**src/rtl/bsg_rr_arb_pkg.sv**
```systemverilog
// Shared types for the round-robin packet arbiter.
package bsg_rr_arb_pkg;

  typedef enum logic {eIdle, eLocked} bsg_rr_arb_state_e;

endpackage

```
**src/rtl/bsg_arb_rr_select.sv**
```systemverilog
// Combinational rotating-priority encoder: first request at or after ptr_i, with wrap.
module bsg_arb_rr_select #(
  parameter int unsigned els_p     = 4,
  parameter int unsigned lg_els_lp = $clog2(els_p)
) (
  input  logic [els_p-1:0]     reqs_i,
  input  logic [lg_els_lp-1:0] ptr_i,
  output logic [els_p-1:0]     grant_o,
  output logic [lg_els_lp-1:0] id_o,
  output logic                 v_o
);

  int unsigned idx;

  always_comb begin
    grant_o = '0;
    id_o    = '0;
    v_o     = 1'b0;
    idx     = 0;
    for (int unsigned i = 0; i < els_p; i++) begin
      idx = (32'(ptr_i) + i) % els_p;
      if (!v_o && reqs_i[idx]) begin
        grant_o[idx] = 1'b1;
        id_o         = idx[lg_els_lp-1:0];
        v_o          = 1'b1;
      end
    end
  end

endmodule

```
**src/rtl/bsg_rr_packet_arbiter.sv**
```systemverilog
// Round-robin arbiter with packet locking and a one-entry registered output stage.
module bsg_rr_packet_arbiter
  import bsg_rr_arb_pkg::*;
#(
  parameter int unsigned els_p     = 4,
  parameter int unsigned width_p   = 32,
  parameter int unsigned lg_els_lp = $clog2(els_p)
) (
  input  logic                       clk_i,
  input  logic                       reset_n_i,
  input  logic [els_p-1:0]           v_i,
  input  logic [els_p*width_p-1:0]   data_i,
  input  logic [els_p-1:0]           last_i,
  output logic [els_p-1:0]           ready_o,
  output logic                       v_o,
  output logic [width_p-1:0]         data_o,
  output logic                       last_o,
  input  logic                       ready_i,
  output logic                       lock_o,
  output logic [lg_els_lp-1:0]       owner_o
);

  bsg_rr_arb_state_e      state_q, state_d;
  logic [lg_els_lp-1:0]   rr_ptr_q, rr_ptr_d;
  logic [lg_els_lp-1:0]   owner_q, owner_d;
  logic                   v_q, v_d;
  logic [width_p-1:0]     data_q, data_d;
  logic                   last_q, last_d;

  logic [els_p-1:0]       sel_grant;
  logic [lg_els_lp-1:0]   sel_id;
  logic                   sel_v;
  logic [els_p-1:0]       owner_oh;
  logic [els_p-1:0]       gnt_oh;
  logic [lg_els_lp-1:0]   win_id;
  logic [lg_els_lp-1:0]   win_next;
  logic [width_p-1:0]     mux_data;
  logic                   mux_last;
  logic                   can_accept;
  logic                   xfer;

  bsg_arb_rr_select #(
    .els_p     (els_p),
    .lg_els_lp (lg_els_lp)
  ) u_select (
    .reqs_i  (v_i),
    .ptr_i   (rr_ptr_q),
    .grant_o (sel_grant),
    .id_o    (sel_id),
    .v_o     (sel_v)
  );

  assign can_accept = ~v_q | ready_i;

  always_comb begin
    owner_oh          = '0;
    owner_oh[owner_q] = 1'b1;
  end

  // While locked, only the owner may be granted regardless of other requests.
  always_comb begin
    if (state_q == eLocked) begin
      gnt_oh = owner_oh;
      win_id = owner_q;
    end else begin
      gnt_oh = sel_v ? sel_grant : '0;
      win_id = sel_id;
    end
  end

  assign ready_o  = gnt_oh & {els_p{can_accept}};
  assign xfer     = |(ready_o & v_i);
  assign mux_last = |(last_i & gnt_oh);
  assign win_next = (win_id == lg_els_lp'(els_p - 1)) ? '0 : win_id + 1'b1;

  always_comb begin
    mux_data = '0;
    for (int unsigned k = 0; k < els_p; k++) begin
      mux_data |= data_i[k*width_p +: width_p] & {width_p{gnt_oh[k]}};
    end
  end

  always_comb begin
    state_d  = state_q;
    rr_ptr_d = rr_ptr_q;
    owner_d  = owner_q;
    if (xfer) begin
      owner_d = win_id;
      if (mux_last) begin
        state_d  = eIdle;
        rr_ptr_d = win_next;
      end else begin
        state_d  = eLocked;
      end
    end
  end

  // Output stage drains and reloads in the same cycle when it can accept.
  always_comb begin
    v_d    = v_q;
    data_d = data_q;
    last_d = last_q;
    if (can_accept) begin
      v_d = xfer;
      if (xfer) begin
        data_d = mux_data;
        last_d = mux_last;
      end
    end
  end

  always_ff @(posedge clk_i or negedge reset_n_i) begin
    if (!reset_n_i) begin
      state_q  <= eIdle;
      rr_ptr_q <= '0;
      owner_q  <= '0;
      v_q      <= 1'b0;
      data_q   <= '0;
      last_q   <= 1'b0;
    end else begin
      state_q  <= state_d;
      rr_ptr_q <= rr_ptr_d;
      owner_q  <= owner_d;
      v_q      <= v_d;
      data_q   <= data_d;
      last_q   <= last_d;
    end
  end

  assign v_o     = v_q;
  assign data_o  = data_q;
  assign last_o  = last_q;
  assign lock_o  = (state_q == eLocked);
  assign owner_o = owner_q;

endmodule
```
**config.mk**
```make
export PLATFORM = sky130hd
export DESIGN_NAME = bsg_rr_packet_arbiter
export DESIGN_NICKNAME = d
export VERILOG_FILES = /design/src/rtl/bsg_rr_arb_pkg.sv /design/src/rtl/bsg_arb_rr_select.sv /design/src/rtl/bsg_rr_packet_arbiter.sv
export SDC_FILE = /design/constraint.sdc
export NUM_CORES = 1
export LEC_CHECK = 0
export ABC_AREA = 1
export BUFFER_PORTS_ARGS = -buffer_cell sky130_fd_sc_hd__buf_2
export CORE_MARGIN = 5
export CORE_UTILIZATION = 47
export DETAILED_ROUTE_END_ITERATION = 8
export GPL_TIMING_DRIVEN = 0
export PLACE_DENSITY = 0.83
export SYNTH_ARGS = -nofsm -noshare
export SYNTH_HDL_FRONTEND = slang
export SYNTH_HIERARCHICAL = 1
export SYNTH_SLANG_ARGS = --single-unit
```
**constraint.sdc**
```tcl
create_clock -name clk_i -period 5.5 [get_ports clk_i]
set_input_delay 1.1 -clock clk_i [delete_from_list [all_inputs] [get_ports clk_i]]
set_output_delay 1.1 -clock clk_i [all_outputs]
set_load 0.01 [all_outputs]
```
==> impl_metrics.py, run 1 <==
metrics = {
    "run_status": {
        "outcome": "completed",
    },
    "yosys": {
        "synth_nets": 595,
        "synth-seq-cells": 39,
        "netlist_area_mm2": 0.00297,
        "yosys_warnings": 6,
        "synth_cell_types": 24,
        "avgSynthCellArea_um2": 6.60,
        "synthCells": 450,
        "ys_seq_area_share_pct": 32.9,
    },
    "finish": {
        "nNetsFinal": 781,
        "nFillCells": 599,
        "area_delta_synth_final_pct": 37.5,
        "drive_above_1_share_pct": 35.9,
        "final_cells": 714,
        "multi_input_area_mm2": 0.00177,
        "antenna_cells": 0,
        "regArea_um2": 976,
    },
    "hold_path": {
        "min_path_type": "register to register",
        "whs_path_depth": 2,
        "min_from": "data_o[31]$_DFFE_PN0P_",
        "whs_endpoint": "data_o[31]$_DFFE_PN0P_",
    },
    "route": {
        "wl_mm": 11.0,
        "final_antenna_net_count": 0,
        "post-route-drc-count": 0,
        "drtIter0Drc": 297,
        "wl_per_cell_um": 15.4,
        "vias": 3928,
        "viasPerCell": 5.50,
        "first_pass_iters": 6,
    },
    "timing": {
        "holdWs_ns": 0.481,
        "drv_slew": 0,
        "worstMarginPinSlew_ns": 0.865,
        "worst_clock_skew_ns": 0.00693,
        "max_freq_mhz": 230,
        "grt_setup_unrepaired": "false",
        "maxSlewHeadroom_pct": 42.3,
        "period_share_pct": 79.1,
        "setup_tns_ns": 0,
        "fin_crit_ns": 4.35,
        "final_hold_viol_count": 0,
        "setup_viol": 0,
    },
    "setup_path": {
        "worst_setup_path_end_kind": "output pin",
        "ff2ff_path_depth": 15,
        "crit_top_cell": "nand2_1",
        "cp_max_fo": 10,
        "r2r-start": "rr_ptr_q[0]$_DFFE_PN0P_",
        "critPathBufInv": 4,
        "path_class": "register to output pin",
        "r2r_end": "data_o[21]$_DFFE_PN0P_",
        "crit_arrival_ns": 3.25,
        "critPathRequiredTime_ns": 4.40,
        "startpoint_type": "register",
        "path_delay_family": "simple AND/OR/NAND/NOR gates",
        "worstPathCellList": "inv_2, ha_1, inv_1, nand3_1, nand2_1, nor2_1, a21oi_1, nand3_1, nand2_1, nand2_2, buf_1, nand2_1, nor2_1, buf_2",
        "cpPeakStageDelay_ns": 0.54,
        "r2r_slack_ns": 2.25,
        "critPathSlowestCell": "dfrtp_1",
    },
    "cts": {
        "tritoncts": "yes",
        "numCtsBuffers": 5,
        "cts_sinks": 39,
        "cts_resized": 0,
        "clockRootBuffer": "clkbuf_8",
        "clk_pin_slew_ns": 0.08,
        "clk_latency_ns": 0.29,
        "postCtsSetupRepairBufs": 0,
        "ctsHoldBuffers": 0,
        "clockBufferDepth": 2,
        "h-tree-depth": 2,
    },
    "power_and_ir_drop": {
        "powerDensity_mw_per_mm2": 759,
        "peakVddDrop_mv": 0.394,
        "p_leak_uw": 0.00227,
    },
    "grt": {
        "grt_usage_pct": 26.9,
        "antenna_found_initial": 0,
        "grt_pass1_vias": 3746,
        "overflow": 0,
        "grt_max_degree": 40,
        "grt_pass1_wl_mm": 16.7,
    },
    "run": {
        "max_cap_violations": 0,
    },
    "place": {
        "hpwlAfterDp_mm": 8.70,
        "io_buffers": 179,
        "placed_cells": 706,
        "gp_congestion": 0.933,
    },
    "floorplanning": {
        "fp.dieH_um": 89.5,
        "io_pins": 180,
        "fp.dieW_um": 89.5,
        "coreArea_mm2": 0.00624,
        "rows": 29,
        "start_util_pct": 47.6,
        "die-area_mm2": 0.00800,
    },
}
[cells by family (layout without fill, tap and decap cells)]
kind of cell	after synthesis	in the layout	share of synthesized area, %
AND/OR/NAND/NOR	312	312	48.8
AO/OA/AOI/OAI	47	47	8.39
buffers and inverters	46	233	7.38
flip-flops	39	39	32.9
adder cells (fa/ha/maj)	6	6	2.53
[synth_stat cells]
master	n	area [um^2]
nand2_2	11	68.8
nand2_4	2	22.5
buf_2	11	55.1
o21ai_2	1	8.76
inv_4	1	6.26
nand3_1	99	495
nand3_4	1	17.5
nor2_1	5	18.8
o21ai_0	4	20.0
dfrtp_1	39	976
nand4_1	28	175
nand3_2	2	20.0
buf_6	2	22.5
buf_4	4	30.0
inv_1	13	48.8
a21oi_1	22	110
nor2_4	2	22.5
o21ai_1	16	80.1
nand2_1	162	608
inv_2	5	18.8
clkbuf_1	7	26.3
ha_1	6	75.1
buf_1	3	11.3
a21boi_0	4	30.0
[where the power goes]
part	leakage [uW]	total [uW]	switching [uW]	internal, uW
Clock	0.0000618	258	109	149
Sequential	0.000478	553	101	451
Combinational	0.00173	2290	1490	796
[state kept, by name (all words and copies together) (netlist names)]
name      cells
data_o       32
owner_o       2
rr_ptr_q      2
last_o        1
lock_o        1
v_o           1
[worst max path at each step]
stage,from,to,cells past startpoint
6_report,rr_ptr_q[0]$_DFFE_PN0P_,ready_o[2],14
3_5_place_dp,v_i[3],ready_o[2],14
5_1_grt,rr_ptr_q[0]$_DFFE_PN0P_,ready_o[2],14
2_1_floorplan,v_i[3],ready_o[2],12
3_3_place_gp,v_i[3],ready_o[2],14
4_1_cts,rr_ptr_q[0]$_DFFE_PN0P_,ready_o[2],14
[metrics by stage]
step           power [uW]  setup WS, ns  instance area [um^2]  util [%]
2_1_floorplan        2140          1.88                  2970         -
3_5_place_dp         2840          1.29                  3960      63.5
4_1_cts              3090          1.22                  4080      65.4
3_3_place_gp         2780          1.31                  3960      63.5
5_1_grt              3400         0.923                  4080      65.4
6_report             3100          1.15                  4080      65.4
[cell type report]
type	instances	area share, %
flip-flops and latches	39	23.9
clock buffers	6	2.02
multi-input cells	365	43.4
repair buffers	179	21.9
well taps	77	2.36
clock inverters	2	0.950
inverters	19	1.81
plain buffers	27	3.56
[layout by cell type, fill, tap and decap left out, types with 6 or more instances in the layout]
master and instances:
nand2_2 11, buf_2 190, clkbuf_1 7, clkbuf_8 6
dfrtp_1 39, ha_1 6, nand4_1 28, nand2_1 162
inv_1 13, a21oi_1 22, nand3_1 99, o21ai_1 16
[metal layers]
layer	GRT usage (%)	routed length (um)
met1	33.9	4310
met2	46.1	5310
met3	3.87	1080
met4	11.0	310
met5	0	0
[worst min-delay path, cell delays in order (launching register included)]
cell	delay, ns
dfrtp_1	0.35
nand2_1	0.05
nand2_1	0.05
No activity file was read; power rests on OpenSTA's default activity.
==> run 2: changes to the inputs <==
- CORE_UTILIZATION: 47 -> 44
- PLACE_DENSITY: 0.83 -> 0.78
- clock period: 5.5 -> 4.2 ns (I/O delays scaled with it)
==> run 2 against run 1 <==
- global-route usage fell by 1.3 points
- combinational power rose by 31%
- wire length rose by 0.48%
- critical path type unchanged
- register-to-register slack got worse by 1.4 ns
- power rose by 28%
- worst setup slack got worse by 0.78 ns
- critical endpoint is now ready_o[0]
==> impl_metrics.py, run 2 (synthesized netlist as in run 1, its figures left out) <==
metrics = {
    "finish": {
        "nNetsFinal": 779,
        "mostFrequentLayoutCells": "buf_2 (190), nand2_1 (162), nand3_1 (99)",
        "fin_area_mm2": 0.00404,
        "antenna_cells": 0,
        "largest_reg_flops": 32,
        "layout_commonest_cell": "buf_2",
        "area_delta_synth_final_pct": 36.2,
        "fin_util_pct": 60.5,
        "final_cells": 715,
        "drive_above_1_share_pct": 35.9,
    },
    "power_and_ir_drop": {
        "p_leak_uw": 0.00225,
        "peakVddDrop_mv": 0.387,
        "powerDensity_mw_per_mm2": 983,
    },
    "timing": {
        "grt_setup_unrepaired": "false",
        "maxSlewHeadroom_pct": 41.3,
        "fin_crit_ns": 3.84,
        "drv_slew": 0,
        "setup_tns_ns": 0,
        "final_hold_viol_count": 0,
        "setup_viol": 0,
        "worstMarginPinSlew_ns": 0.880,
        "worst_clock_skew_ns": 0.00846,
        "period_share_pct": 91.3,
        "max_freq_mhz": 261,
    },
    "floorplanning": {
        "die-area_mm2": 0.00849,
        "coreArea_mm2": 0.00668,
        "start_util_pct": 44.4,
        "io_pins": 180,
        "fp.dieW_um": 92.1,
        "rows": 30,
        "fp.dieH_um": 92.1,
    },
    "place": {
        "io_buffers": 179,
        "hpwlAfterDp_mm": 8.68,
        "dpl_cell_area_mm2": 0.00396,
        "placed_cells": 709,
        "gp_congestion": 0.910,
    },
    "setup_path": {
        "critPathRequiredTime_ns": 3.36,
        "cp_max_fo": 17,
        "r2r_slack_ns": 0.84,
        "crit_arrival_ns": 3.00,
        "r2r-start": "rr_ptr_q[0]$_DFFE_PN0P_",
        "startpoint_type": "register",
        "path_class": "register to output pin",
        "worst_setup_path_end_kind": "output pin",
        "ff2ff_path_depth": 15,
        "crit_start": "rr_ptr_q[0]$_DFFE_PN0P_",
        "r2r_end": "data_o[22]$_DFFE_PN0P_",
        "crit_end": "ready_o[0]",
    },
    "cts": {
        "clk_pin_slew_ns": 0.08,
        "ctsHoldBuffers": 0,
        "h-tree-depth": 2,
        "clockBufferDepth": 2,
        "cts_resized": 0,
        "clk_latency_ns": 0.29,
        "clockRootBuffer": "clkbuf_8",
        "numCtsBuffers": 5,
        "tritoncts": "yes",
        "postCtsSetupRepairBufs": 0,
        "cts_sinks": 39,
    },
    "route": {
        "wl_per_cell_um": 15.5,
        "viasPerCell": 5.37,
        "vias": 3843,
        "drtIter0Drc": 183,
        "first_pass_iters": 5,
        "post-route-drc-count": 0,
        "final_antenna_net_count": 0,
        "wl_mm": 11.1,
    },
    "run": {
        "max_cap_violations": 0,
    },
    "grt": {
        "met3_usage_pct": 4.76,
        "antenna_found_initial": 0,
        "gr-max-usage-layer": "met2",
        "grt_use_met1_pct": 32.7,
        "grt_usage_pct": 25.6,
        "grt_pass1_wl_mm": 17.6,
        "grt_max_degree": 40,
        "use_met2_pct": 44.4,
        "overflow": 0,
        "grt_pass1_vias": 3772,
    },
    "hold_path": {
        "min_path_type": "register to register",
    },
    "run_status": {
        "outcome": "completed",
    },
}
[run 2: cell count changes in the layout (fill, tap and decap cells not counted), sizes merged]
| cell | before | now |
|---|---|---|
| buf | 199 | 197 |
| bufinv | 1 | 0 |
| clkinv | 0 | 1 |
| clkinvlp | 0 | 1 |
| inv | 20 | 19 |
[run 2: stage by stage]
stage	hold WS, ns	total power, uW	worst slack, ns
floorplan	0.514	2810	1.09
global placement	0.460	3650	0.560
detailed placement	0.463	3730	0.438
CTS	0.485	3990	0.114
global route	0.512	4380	0.0838
finish	0.485	3970	0.365
[run 2: worst min-delay path by stage]
stage	slack (ns)	to	start	cells after the start
finish	0.49	data_o[20]$_DFFE_PN0P_	data_o[20]$_DFFE_PN0P_	2
global route	0.51	data_o[3]$_DFFE_PN0P_	data_o[3]$_DFFE_PN0P_	2
CTS	0.49	data_o[27]$_DFFE_PN0P_	data_o[27]$_DFFE_PN0P_	2
detailed placement	0.46	data_o[10]$_DFFE_PN0P_	data_o[10]$_DFFE_PN0P_	2
global placement	0.46	data_o[27]$_DFFE_PN0P_	data_o[27]$_DFFE_PN0P_	2
floorplan	0.51	data_o[10]$_DFFE_PN0P_	data_o[10]$_DFFE_PN0P_	2
[run 2: critical path, stage by stage (launching register included)]
cell	delay [ns]
dfrtp_1	0.54
inv_2	0.18
ha_1	0.39
inv_1	0.10
nand3_1	0.09
nand2_1	0.05
nor2_1	0.38
a21oi_1	0.12
nand3_1	0.12
nand2_1	0.07
nand2_2	0.33
nand2_1	0.10
nor2_1	0.09
buf_2	0.13
[run 2: layout make-up]
type	count	area (um^2)
timing repair buffer	179	896
buffer	25	138
sequential	39	976
clock inverter	2	12.5
multi-input combinational	365	1770
inverter	19	73.8
fill	678	2640
tap	80	100
clock buffer	6	72.6
[run 2: power by group]
| part | leakage, uW | switching [uW] | internal (uW) |
|---|---|---|---|
| clock network | 0.0000412 | 140 | 116 |
| registers | 0.000478 | 124 | 591 |
| logic | 0.00173 | 1970 | 1040 |
| total | 0.00225 | 2230 | 1740 |
[run 2: per-layer routing]
metal | up-vias | wire (um)
met5 | - | 0
met4 | 0 | 148
met3 | 13 | 1020
met2 | 205 | 5500
met1 | 1740 | 4380
li1 | 1885 | -
==> run 3: changes to the inputs <==
==> constraint.sdc (replaced) <==
create_clock -name clk_i -period 4.2 [get_ports clk_i]
set_input_delay 0.84 -clock clk_i [delete_from_list [all_inputs] [get_ports clk_i]]
set_output_delay 0.84 -clock clk_i [all_outputs]
set_load 0.1 [all_outputs]
==> run 3 against run 2 <==
- fmax down 1.1%
- worst setup slack worse by 0.041 ns
- non-clock buffer count unchanged
- sequential share of layout area about the same
- count of clock-buffer cells in the layout unchanged
- flip-flop and latch count unchanged
- die area unchanged
- critical path depth unchanged
- register-to-register slack better by 0.10 ns
- largest cell class unchanged
==> impl_metrics.py, run 3 (synthesized netlist as in run 1, its figures left out) <==
metrics = {
    "setup_path": {
        "critPathBufInv": 3,
        "crit_top_cell": "nand2_1",
        "cp.depth": 13,
        "worst_setup_path_end_kind": "output pin",
        "crit_end": "ready_o[0]",
        "cp_max_fo": 17,
        "startpoint_type": "register",
        "path_class": "register to output pin",
        "path_delay_family": "simple AND/OR/NAND/NOR gates",
        "r2r_slack_ns": 0.94,
        "r2r_end": "data_o[22]$_DFFE_PN0P_",
        "critPathSlowestCell": "dfrtp_1",
        "critPathRequiredTime_ns": 3.36,
        "cpPeakStageDelay_ns": 0.54,
        "crit_arrival_ns": 3.04,
        "ff2ff_path_depth": 15,
        "r2r-start": "rr_ptr_q[0]$_DFFE_PN0P_",
        "worstPathCellList": "inv_2, ha_1, inv_1, nand3_1, nand2_1, nor2_2, a21oi_1, nand3_1, nand2_1, nand2_2, nand2_1, nor2_1, buf_4",
        "crit_start": "rr_ptr_q[0]$_DFFE_PN0P_",
    },
    "cts": {
        "postCtsSetupRepairBufs": 0,
        "cts_resized": 2,
        "clk_pin_slew_ns": 0.08,
        "clockRootBuffer": "clkbuf_8",
        "clk_latency_ns": 0.29,
        "cts_sinks": 39,
        "clockBufferDepth": 2,
        "ctsHoldBuffers": 0,
        "h-tree-depth": 2,
        "tritoncts": "yes",
        "numCtsBuffers": 5,
    },
    "timing": {
        "worstMarginPinSlew_ns": 0.882,
        "drv_slew": 0,
        "max_freq_mhz": 258,
        "setup_viol": 0,
        "setup_tns_ns": 0,
        "fin_crit_ns": 3.88,
        "period_share_pct": 92.3,
        "worst_clock_skew_ns": 0.00489,
        "maxSlewHeadroom_pct": 41.2,
        "grt_setup_unrepaired": "false",
        "final_hold_viol_count": 0,
    },
    "route": {
        "viasPerCell": 5.32,
        "post-route-drc-count": 0,
        "vias": 3806,
        "wl_per_cell_um": 15.3,
        "wl_mm": 10.9,
        "final_antenna_net_count": 0,
        "first_pass_iters": 5,
        "drtIter0Drc": 188,
    },
    "hold_path": {
        "whs_path_depth": 2,
        "min_path_type": "register to register",
    },
    "grt": {
        "antenna_found_initial": 0,
        "grt_pass1_vias": 3782,
        "overflow": 0,
        "grt_usage_pct": 25.5,
        "grt_max_degree": 40,
        "grt_pass1_wl_mm": 17.6,
    },
    "finish": {
        "mostFrequentLayoutCells": "buf_2 (188), nand2_1 (162), nand3_1 (99)",
        "largest_reg_flops": 32,
        "nNetsFinal": 779,
        "area_delta_synth_final_pct": 36.4,
        "antenna_cells": 0,
        "layout_commonest_cell": "buf_2",
        "drive_above_1_share_pct": 36.1,
    },
    "place": {
        "gp_congestion": 0.910,
        "io_buffers": 179,
        "hpwlAfterDp_mm": 8.68,
    },
    "floorplanning": {
        "io_pins": 180,
        "fp.dieW_um": 92.1,
        "die-area_mm2": 0.00849,
        "rows": 30,
        "start_util_pct": 44.4,
        "fp.dieH_um": 92.1,
        "coreArea_mm2": 0.00668,
    },
    "run_status": {
        "outcome": "completed",
    },
    "run": {
        "max_cap_violations": 0,
    },
}
run 3: cell counts in the layout (fill, tap and decap cells not counted):
Identical to the previous run, type by type.
run 3: cell type report:
| class | count | area (um^2) |
|---|---|---|
| buffer | 25 | 138 |
| inverter | 19 | 73.8 |
| sequential | 39 | 976 |
| clock inverter | 2 | 12.5 |
| multi-input combinational | 365 | 1780 |
| clock buffer | 6 | 72.6 |
| timing repair buffer | 179 | 901 |
| tap | 80 | 100 |
| fill | 676 | 2630 |
run 3: worst min-delay path by stage:
stage / slack (ns) / end / startpoint
3_5_place_dp: 0.46 / data_o[10]$_DFFE_PN0P_ / data_o[10]$_DFFE_PN0P_
6_report: 0.48 / data_o[26]$_DFFE_PN0P_ / data_o[26]$_DFFE_PN0P_
2_1_floorplan: 0.54 / data_o[0]$_DFFE_PN0P_ / reset_n_i
4_1_cts: 0.49 / data_o[27]$_DFFE_PN0P_ / data_o[27]$_DFFE_PN0P_
5_1_grt: 0.51 / data_o[3]$_DFFE_PN0P_ / data_o[3]$_DFFE_PN0P_
3_3_place_gp: 0.46 / data_o[27]$_DFFE_PN0P_ / data_o[27]$_DFFE_PN0P_
run 3: routing by layer:
metal  track usage, %  share of wire [%]
met1             32.3                 40
met2             44.2                 50
met3             5.09                8.9
met4             7.05                1.3
met5                0                  0
run 3: stage by stage:
step	instance area, um^2	utilization [%]	cells	hold slack, ns	worst slack (ns)
6_report	4050	60.6	715	0.484	0.323
3_5_place_dp	3960	59.3	709	0.463	0.142
4_1_cts	4050	60.6	715	0.485	0.229
2_1_floorplan	2970	-	450	0.544	0.00247
3_3_place_gp	3960	59.3	709	0.460	0.263
5_1_grt	4050	60.6	715	0.512	0.0680
run 3: worst min-delay path: stages (launching register included):
cell and delay, ns:
dfrtp_1 0.35, nand2_1 0.05, nand2_1 0.06
Power of run 3 is left out: the tool's default activity adds up to more than one toggle a clock period on the data nets, which glitch-free logic cannot reach.
